==> src/rtl/mem_bus_arbiter_pkg.sv <==
// Shared definitions for the IF/MEM memory bus arbiter: FSM encodings,
// enable-level constants and the default bus watchdog limit.
package mem_bus_arbiter_pkg;

  typedef enum logic [1:0] {
    ARB_IDLE = 2'd0,
    ARB_DATA = 2'd1,
    ARB_INST = 2'd2
  } arb_state_t;

  localparam logic        RstEnable         = 1'b1;
  localparam logic        ChipEnable        = 1'b1;
  localparam logic        WriteEnable       = 1'b1;
  localparam logic [31:0] ZeroWord          = 32'h0000_0000;
  localparam int          TimeoutCycDefault = 255;

endpackage

==> src/rtl/mem_bus_result_reg.sv <==
// Per-requester result holder: read data plus a one-shot valid flag that
// the pipeline consumes on the first non-held edge after it is set.
module mem_bus_result_reg
  import mem_bus_arbiter_pkg::*;
#(
  parameter int DATA_W = 32
) (
  input  logic              clk,
  input  logic              rst,
  input  logic              load,
  input  logic              load_data,
  input  logic [DATA_W-1:0] data,
  input  logic              flush,
  input  logic              hold,
  output logic [DATA_W-1:0] rdata,
  output logic              valid
);

  always_ff @(posedge clk) begin
    if (rst == RstEnable) begin
      rdata <= '0;
      valid <= 1'b0;
    end else begin
      // Stores set valid without touching the data register.
      if (load && load_data) begin
        rdata <= data;
      end
      if (flush) begin
        valid <= 1'b0;
      end else if (load) begin
        valid <= 1'b1;
      end else if (!hold) begin
        valid <= 1'b0;
      end
    end
  end

endmodule

==> src/rtl/mem_bus_arbiter.sv <==
// Arbitrates one multi-cycle memory bus between instruction fetch and the
// MEM load/store port. Optional bus watchdog: MEM_BUS_ARB_TIMEOUT_EN.
module mem_bus_arbiter
  import mem_bus_arbiter_pkg::*;
#(
  parameter int ADDR_W      = 32,
  parameter int DATA_W      = 32,
  parameter int TIMEOUT_CYC = TimeoutCycDefault
) (
  input  logic                clk,
  input  logic                rst,
  input  logic                if_ce_i,
  input  logic [ADDR_W-1:0]   if_addr_i,
  output logic [DATA_W-1:0]   if_rdata_o,
  output logic                if_stallreq_o,
  input  logic                mem_ce_i,
  input  logic                mem_we_i,
  input  logic [DATA_W/8-1:0] mem_sel_i,
  input  logic [ADDR_W-1:0]   mem_addr_i,
  input  logic [DATA_W-1:0]   mem_wdata_i,
  output logic [DATA_W-1:0]   mem_rdata_o,
  output logic                mem_stallreq_o,
  input  logic                pipe_hold_i,
  input  logic                flush_i,
  output logic                bus_req_o,
  output logic                bus_we_o,
  output logic [DATA_W/8-1:0] bus_sel_o,
  output logic [ADDR_W-1:0]   bus_addr_o,
  output logic [DATA_W-1:0]   bus_wdata_o,
  input  logic [DATA_W-1:0]   bus_rdata_i,
  input  logic                bus_ack_i,
  output logic                bus_err_o
);

  arb_state_t state, state_next;

  logic if_valid, mem_valid;
  logic if_pending, mem_pending;
  logic grant_data, grant_inst;
  logic xfer_end, timeout_hit;
  logic discard;
  logic result_ok;
  logic [DATA_W-1:0] result_data;

  assign mem_pending = (mem_ce_i == ChipEnable) && !mem_valid;
  assign if_pending  = (if_ce_i == ChipEnable) && !if_valid;

  assign mem_stallreq_o = mem_ce_i & ~mem_valid;
  assign if_stallreq_o  = if_ce_i & ~if_valid;

  always_ff @(posedge clk) begin
    if (rst == RstEnable) begin
      state <= ARB_IDLE;
    end else begin
      state <= state_next;
    end
  end

  // MEM wins ties because it carries the older instruction.
  always_comb begin
    state_next = state;
    grant_data = 1'b0;
    grant_inst = 1'b0;
    xfer_end   = 1'b0;
    unique case (state)
      ARB_IDLE: begin
        if (mem_pending) begin
          state_next = ARB_DATA;
          grant_data = 1'b1;
        end else if (if_pending) begin
          state_next = ARB_INST;
          grant_inst = 1'b1;
        end
      end
      ARB_DATA, ARB_INST: begin
        if (bus_ack_i || timeout_hit) begin
          state_next = ARB_IDLE;
          xfer_end   = 1'b1;
        end
      end
      default: state_next = ARB_IDLE;
    endcase
  end

  always_ff @(posedge clk) begin
    if (rst == RstEnable) begin
      bus_req_o   <= 1'b0;
      bus_we_o    <= 1'b0;
      bus_sel_o   <= '0;
      bus_addr_o  <= '0;
      bus_wdata_o <= '0;
    end else if (grant_data) begin
      bus_req_o   <= 1'b1;
      bus_we_o    <= (mem_we_i == WriteEnable);
      bus_sel_o   <= mem_sel_i;
      bus_addr_o  <= mem_addr_i;
      bus_wdata_o <= mem_wdata_i;
    end else if (grant_inst) begin
      bus_req_o   <= 1'b1;
      bus_we_o    <= 1'b0;
      bus_sel_o   <= '1;
      bus_addr_o  <= if_addr_i;
      bus_wdata_o <= '0;
    end else if (xfer_end) begin
      bus_req_o   <= 1'b0;
    end
  end

  // A flushed transfer keeps the bus until ack (a store must still land),
  // but its result is dropped.
  always_ff @(posedge clk) begin
    if (rst == RstEnable) begin
      discard <= 1'b0;
    end else if (xfer_end) begin
      discard <= 1'b0;
    end else if (flush_i && (state != ARB_IDLE)) begin
      discard <= 1'b1;
    end
  end

  assign result_ok   = xfer_end && !discard && !flush_i;
  assign result_data = bus_ack_i ? bus_rdata_i : '0;

  mem_bus_result_reg #(.DATA_W(DATA_W)) u_mem_result (
    .clk       (clk),
    .rst       (rst),
    .load      (result_ok && (state == ARB_DATA)),
    .load_data (!bus_we_o || !bus_ack_i),
    .data      (result_data),
    .flush     (flush_i),
    .hold      (pipe_hold_i),
    .rdata     (mem_rdata_o),
    .valid     (mem_valid)
  );

  mem_bus_result_reg #(.DATA_W(DATA_W)) u_if_result (
    .clk       (clk),
    .rst       (rst),
    .load      (result_ok && (state == ARB_INST)),
    .load_data (1'b1),
    .data      (result_data),
    .flush     (flush_i),
    .hold      (pipe_hold_i),
    .rdata     (if_rdata_o),
    .valid     (if_valid)
  );

`ifdef MEM_BUS_ARB_TIMEOUT_EN
  localparam int CNT_W = (TIMEOUT_CYC > 255) ? $clog2(TIMEOUT_CYC + 1) : 8;

  logic [CNT_W-1:0] wait_cnt;
  logic             err_q;

  // wait_cnt is 0 in the first bus cycle, so the limit hits after TIMEOUT_CYC cycles.
  assign timeout_hit = (state != ARB_IDLE) && !bus_ack_i &&
                       (wait_cnt == CNT_W'(TIMEOUT_CYC - 1));

  always_ff @(posedge clk) begin
    if (rst == RstEnable) begin
      wait_cnt <= '0;
      err_q    <= 1'b0;
    end else begin
      err_q <= timeout_hit;
      if (grant_data || grant_inst) begin
        wait_cnt <= '0;
      end else if (state != ARB_IDLE) begin
        wait_cnt <= wait_cnt + 1'b1;
      end
    end
  end

  assign bus_err_o = err_q;
`else
  assign timeout_hit = 1'b0;
  // Keeps TIMEOUT_CYC referenced in builds without the watchdog.
  assign bus_err_o   = 1'b0 && (TIMEOUT_CYC != 0);
`endif

endmodule

==> config.mk <==
export PLATFORM = sky130hd
export DESIGN_NAME = mem_bus_arbiter
export DESIGN_NICKNAME = d
export VERILOG_FILES = /design/src/rtl/mem_bus_arbiter_pkg.sv /design/src/rtl/mem_bus_result_reg.sv /design/src/rtl/mem_bus_arbiter.sv
export SDC_FILE = /design/constraint.sdc
export NUM_CORES = 1
export LEC_CHECK = 0
export ABC_CLOCK_PERIOD_IN_PS = 1850
export CORE_AREA = 2 2 118 120
export CTS_BUF_LIST = sky130_fd_sc_hd__clkbuf_2
export DETAILED_ROUTE_END_ITERATION = 10
export DIE_AREA = 0 0 120 122
export PLACE_DENSITY = 0.89
export REMOVE_ABC_BUFFERS = 1
export SLEW_MARGIN = 20
export SYNTH_ARGS = -nofsm -noshare
export SYNTH_HDL_FRONTEND = slang
export SYNTH_SLANG_ARGS = --single-unit
==> constraint.sdc <==
create_clock -name clk -period 1.85 [get_ports clk]
set_clock_uncertainty 0.05 [all_clocks]
set_input_delay 0.185 -clock clk [delete_from_list [all_inputs] [get_ports clk]]
set_output_delay 0.185 -clock clk [all_outputs]
set_load 0.01 [all_outputs]
==> flow_metrics.env, run 1 <==
export IMPL_hpwl_mm=12.91
export IMPL_initial_utilization_pct=40.14
export IMPL_synthCells=555
export IMPL_crit_path_max_fanout=16
export IMPL_fin_crit_ns=1.839
export IMPL_tns_ns=0
export IMPL_grt_pass1_vias=6353
export IMPL_netlist_area_leader_share_pct=51.34
export IMPL_die_h_um=122
export IMPL_fp_dieArea_sq_um=14640
export IMPL_synth_edff_count=0
export IMPL_rsz0062_at_grt="yes"
export IMPL_area_growth_pct=84.93
export IMPL_finalHoldViolCount=0
export IMPL_timing_fmax_mhz=543.9
export IMPL_crit_required_ns=2.41
export IMPL_min_path_type="in -> reg"
export IMPL_yosys_cell_count_top_type="dfxtp_1"
export IMPL_cts_root_buffer="clkbuf_2"
export IMPL_routed_wl_mm=22.67
export IMPL_swShare_pct=28.70
export IMPL_drc=0
export IMPL_p_per_area_nw_per_um2=690.0
export IMPL_vias_per_cell=5.265
export IMPL_htree_levels=4
export IMPL_p_int_mw=4.932
export IMPL_p_leak_nw=4.720
export IMPL_clkSlewWorstSetupHoldPaths_ns=0.21
export IMPL_synthesis_area_sq_um=5420
export IMPL_antenna_found_initial=3
export IMPL_async_flop_share_pct=0
export IMPL_finalPower_mw=6.916
export IMPL_whs_path_depth=3
export IMPL_ant_nets=0
export IMPL_grt_usage_pct=30.15
export IMPL_fillers=835
export IMPL_die_w_um=120
export IMPL_vias=6070
export IMPL_synth_area_leaders="dfxtp_1 (51%), mux2i_1 (12%), nand2_1 (6.9%)"
export IMPL_place_congestion=0.8131
export IMPL_status="finished, final reports clean"
export IMPL_avgSynthCellArea_sq_um=9.766
export IMPL_avgRoutedWirePerCell_um=19.67
export IMPL_drive_gt1_share_pct=13.71
export IMPL_ys_warn_count=0
export IMPL_crit_path_end_kind="register"
export IMPL_post_synth_num_cell_types=33
export IMPL_grt_max_degree=62
export IMPL_dp_slack_ns=0.1032
export IMPL_dpl_cell_count=984
export IMPL_maxCapViolCount=0
export IMPL_synth_common_cells="dfxtp_1 (139), nand2_1 (99), nand3_1 (66)"
export IMPL_dpl_cell_area_sq_um=8463
export IMPL_ff2ff_path_depth=6
export IMPL_dr_first_iter_drc_count=549
export IMPL_critPathLaunchType="register"
export IMPL_ys_seq_area_share_pct=51.34
export IMPL_cts_tree="done"
export IMPL_slew_headroom_pct=65.11
export IMPL_fin_nets=1100
export IMPL_core_sq_um=13500
export IMPL_io_pins=277
export IMPL_period_share_pct=99.38
export IMPL_power_frac_comb_pct=23.0
export IMPL_grt_pass1_wl_mm=33.98
export IMPL_rows=43
export IMPL_power_frac_seq_pct=47.5
export IMPL_synth_flop_cell="dfxtp_1"
export IMPL_ir_worst_vdd_uv=470.2
export IMPL_synth_top_area_cell="dfxtp_1"
export IMPL_clock_latency_ns=0.71
export IMPL_io_buffers=275
export IMPL_grt_overflow_total=0
export IMPL_tightest_slew_ns=0.5168
export IMPL_clockPowerShare_pct=29.5
export IMPL_postLayoutCellArea_sq_um=10020
export IMPL_finalSetupViolCount=0
export IMPL_p_sw_mw=1.985
export IMPL_critPathArrivalTime_ns=2.40
export IMPL_synth_seq_cells=139
export IMPL_slew_viol_final=0
export IMPL_cts_sinks=139
export IMPL_final_cells=1153
export IMPL_fin_ws_ns=0.01148
export IMPL_clockBufferDepth=2
export IMPL_cts_buffers=17
export IMPL_first_pass_iters=5
export IMPL_crit_type="reg -> reg"
## placed cells by master (no fill, tap or decap), types with 2 or more instances in the layout
master	synthesis	layout
o311ai_1	4	4
and4bb_2	2	2
dlygate4sd3_1	0	127
nand3_1	66	66
dfxtp_1	139	86
o311ai_0	28	28
clkbuf_16	0	2
ha_1	3	2
clkinv_2	0	2
inv_4	0	2
o221a_2	4	4
a32o_1	33	33
inv_1	36	35
diode_2	0	3
bufinv_16	0	4
nand2_1	99	99
nand2b_1	3	2
nor3_1	3	3
clkinvlp_4	0	2
clkbuf_2	0	19
nand2b_4	0	2
inv_2	2	2
dfxtp_2	0	52
clkdlybuf4s50_1	0	139
buf_4	9	20
mux2i_1	64	64
clkinv_1	1	3
a21oi_1	4	4
buf_12	0	11
dlygate4sd2_1	0	134
## cell type report
type	instances	area, sq um	area share, %
Multi-Input combinational cell	325	2246	22.41
Timing Repair Buffer	435	4273	42.63
Tap cell	180	225.2	2.247
Clock buffer	19	95.09	0.9487
Sequential cell	139	2851	28.45
Inverter	39	151.4	1.510
Clock inverter	13	173.9	1.735
Antenna cell	3	7.507	0.07490
## metal layers
layer,routed length (um),track usage (%),up-vias
li1,-,-,2779
met2,11690,53.13,347
met4,886,16.10,0
met1,8142,31.26,2869
met5,0,0,-
met3,1955,11.10,75
## worst max-delay path: stages, from the launching register on
cell and delay [ns]:
dfxtp_2 0.41, inv_2 0.06, ha_4 0.27, and4bb_1 0.22
nand3b_1 0.27, clkbuf_16 0.31, mux2i_1 0.12
## sequential cells by signal (all words and copies together) (netlist names)
name,flops
bus_addr_o,32
bus_wdata_o,32
u_if_result.rdata,32
u_mem_result.rdata,32
bus_sel_o,4
state,2
bus_req_o,1
bus_we_o,1
discard,1
u_if_result.valid,1
u_mem_result.valid,1
## power by group through the flow
stage	Sequential [mW]	Combinational (mW)	Clock, mW
4_1_cts	3.26	1.50	2.06
3_5_place_dp	3.32	1.37	0
2_1_floorplan	3.39	0.385	0
6_report	3.29	1.59	2.04
3_3_place_gp	3.31	1.35	0
5_1_grt	3.30	1.67	2.21
## through the flow
step	util, %	hold slack, ns
2_1_floorplan	-	0.2041
3_3_place_gp	62.67	0.3930
3_5_place_dp	62.67	0.4021
4_1_cts	73.58	0.0004435
5_1_grt	74.22	0.01530
6_report	74.22	0.07365
## what timing repair did
| item | in CTS | in global routing |
|---|---|---|
| hold buffers | 126 | 1 |
| endpoints found under the setup margin | 136 | 24 |
| gates cloned | 0 | 2 |
| setup buffers | 5 | 0 |
| hold endpoints to repair | 132 | 1 |
| pin swaps | 0 | 2 |
| resized for setup | 195 | 6 |
## worst paths after layout
check,startpoint,end,slack [ns]
worst min-delay path,mem_addr_i[4],bus_addr_o[4],0.07
worst min register to register,u_mem_result.rdata[27],u_mem_result.rdata[27],0.42
worst max-delay path,state[1],u_mem_result.rdata[27],0.01
worst max register to register,state[1],u_mem_result.rdata[27],0.01
## kinds of logic (layout without fill, tap and decap cells)
kind of cell    count (synthesis)  after routing  share of synthesized area, %
compound gates                 78             78                         13.48
mux                            64             64                         11.82
buf+inv                        91            506                         7.687
simple gates                  179            179                         14.91
flops                         139            139                         51.34
other cells                     1              4                       0.06919
fa+ha+maj                       3              3                        0.6926
Power figures use the tool's default switching activity.
==> run 2: changes to the inputs <==
SKIP_CTS_REPAIR_TIMING = 1   (was default)
==> run 2 against run 1 <==
Register-to-register slack improved by 0.02 ns; cell count decreased by 4.0%; fmax increased by 1.2%; power decreased by 0.30%; via count decreased by 3.1%; clock power about the same; flip-flop and latch count unchanged; design area increased by 0.57%; global-route usage decreased by 6.6 points; core utilization increased by 0.43 points; highest routed layer unchanged.
==> flow_metrics.env, run 2 (synthesis results as in run 1) <==
export IMPL_grt_pass1_vias=5269
export IMPL_holdWs_ns=0.01343
export IMPL_io_buffers=275
export IMPL_cts_buffers=17
export IMPL_worstReg2RegStart="state[1]"
export IMPL_fp_dieArea_sq_um=14640
export IMPL_cts_root_buffer="clkbuf_2"
export IMPL_power_frac_comb_pct=22.7
export IMPL_drc=0
export IMPL_fillers=794
export IMPL_finalSetupViolCount=0
export IMPL_clockBufferDepth=2
export IMPL_critPathLaunchType="register"
export IMPL_clockPowerShare_pct=29.7
export IMPL_regArea_sq_um=2873
export IMPL_swShare_pct=28.26
export IMPL_io_pins=277
export IMPL_core_sq_um=13500
export IMPL_multi_input_area_sq_um=2238
export IMPL_rsz0062_at_grt="yes"
export IMPL_holdCritStartpoint="bus_rdata_i[14]"
export IMPL_dr_first_iter_drc_count=442
export IMPL_final_cell_mix="clkdlybuf4s50_1 (139), dlymetal6s2s_1 (134), nand2_1 (99)"
export IMPL_slew_viol_final=0
export IMPL_clock_latency_ns=0.71
export IMPL_crit_path_max_fanout=16
export IMPL_clkSlewWorstSetupHoldPaths_ns=0.22
export IMPL_rows=43
export IMPL_initial_utilization_pct=40.14
export IMPL_maxCapViolCount=0
export IMPL_grt_usage_pct=23.54
export IMPL_place_congestion=0.8131
export IMPL_cts_tree="done"
export IMPL_vias=5882
export IMPL_finalHoldViolCount=0
export IMPL_p_int_mw=4.947
export IMPL_critPathArrivalTime_ns=2.37
export IMPL_status="finished, final reports clean"
export IMPL_vias_per_cell=5.313
export IMPL_crit_required_ns=2.41
export IMPL_first_pass_iters=8
export IMPL_ir_worst_vdd_uv=469.5
export IMPL_final_common_cell="clkdlybuf4s50_1"
export IMPL_htree_levels=4
export IMPL_fin_nets=1056
export IMPL_drive_gt1_share_pct=16.52
export IMPL_timing_fmax_mhz=550.4
export IMPL_crit_type="reg -> reg"
export IMPL_die_h_um=122
export IMPL_critPathLaunch="state[1]"
export IMPL_cts_sinks=139
export IMPL_routed_wl_mm=22.11
export IMPL_dpl_cell_area_sq_um=8463
export IMPL_p_sw_mw=1.949
export IMPL_hpwl_mm=12.91
export IMPL_grt_pass1_wl_mm=27.01
export IMPL_ant_nets=0
export IMPL_p_per_area_nw_per_um2=684.0
export IMPL_crit_path_end_kind="register"
export IMPL_grt_max_degree=62
export IMPL_area_growth_pct=85.99
export IMPL_p_leak_nw=6.278
export IMPL_antenna_found_initial=1
export IMPL_power_frac_seq_pct=47.6
export IMPL_fin_crit_ns=1.817
export IMPL_die_w_um=120
export IMPL_min_path_type="in -> reg"
export IMPL_grt_overflow_total=0
export IMPL_postLayoutCellArea_sq_um=10080
export IMPL_avgRoutedWirePerCell_um=19.98
export IMPL_period_share_pct=98.20
export IMPL_final_core_util_pct=74.65
-- run 2: power by group through the flow --
| stage | Sequential, mW | Clock [mW] | Combinational [mW] |
|---|---|---|---|
| 6_report | 3.28 | 2.04 | 1.57 |
| 5_1_grt | 3.30 | 2.22 | 1.65 |
| 3_5_place_dp | 3.32 | 0 | 1.37 |
| 2_1_floorplan | 3.39 | 0 | 0.385 |
| 3_3_place_gp | 3.31 | 0 | 1.35 |
| 4_1_cts | 3.26 | 2.06 | 1.38 |
-- run 2: stage by stage --
stage / power (mW) / instances / setup TNS (ns) / worst slack (ns)
6_report: 6.895 / 1107 / 0 / 0.03322
2_1_floorplan: 3.773 / 503 / -34.15 / -0.6893
3_3_place_gp: 4.664 / 984 / 0 / 0.1604
4_1_cts: 6.701 / 1016 / -14.26 / -0.4556
3_5_place_dp: 4.695 / 984 / 0 / 0.1032
5_1_grt: 7.171 / 1107 / -0.2911 / -0.03698
-- run 2: final cells by class --
cell class,count,area share (%)
flip-flops and latches,139,28.50
multi-input cells,325,22.20
repair buffers,391,42.89
well taps,180,2.234
clock inverters,13,1.725
inverters,39,1.477
diodes,1,0.02482
clock buffers,19,0.9433
-- run 2: critical path, cell delays in order (launching register included) --
cell and delay, ns:
dfxtp_2 0.41, inv_2 0.06, ha_4 0.27, and4bb_1 0.22, nand3b_1 0.26, clkbuf_16 0.31, mux2i_1 0.12
-- run 2: worst paths after layout --
kind	endpoint	slack, ns	depth (start not counted)
worst min register to register	u_mem_result.rdata[27]	0.42	2
worst min-delay path	u_mem_result.rdata[14]	0.01	3
worst max-delay path	u_mem_result.rdata[27]	0.03	6
worst max register to register	u_mem_result.rdata[27]	0.03	6
-- run 2: layer usage --
metal / track usage, % / wire, um / vias to the layer above
met5: 0 / 0 / -
met4: 8.088 / 752 / 0
met3: 10.86 / 2130 / 67
met2: 41.90 / 11530 / 319
met1: 24.47 / 7700 / 2804
li1: - / - / 2692
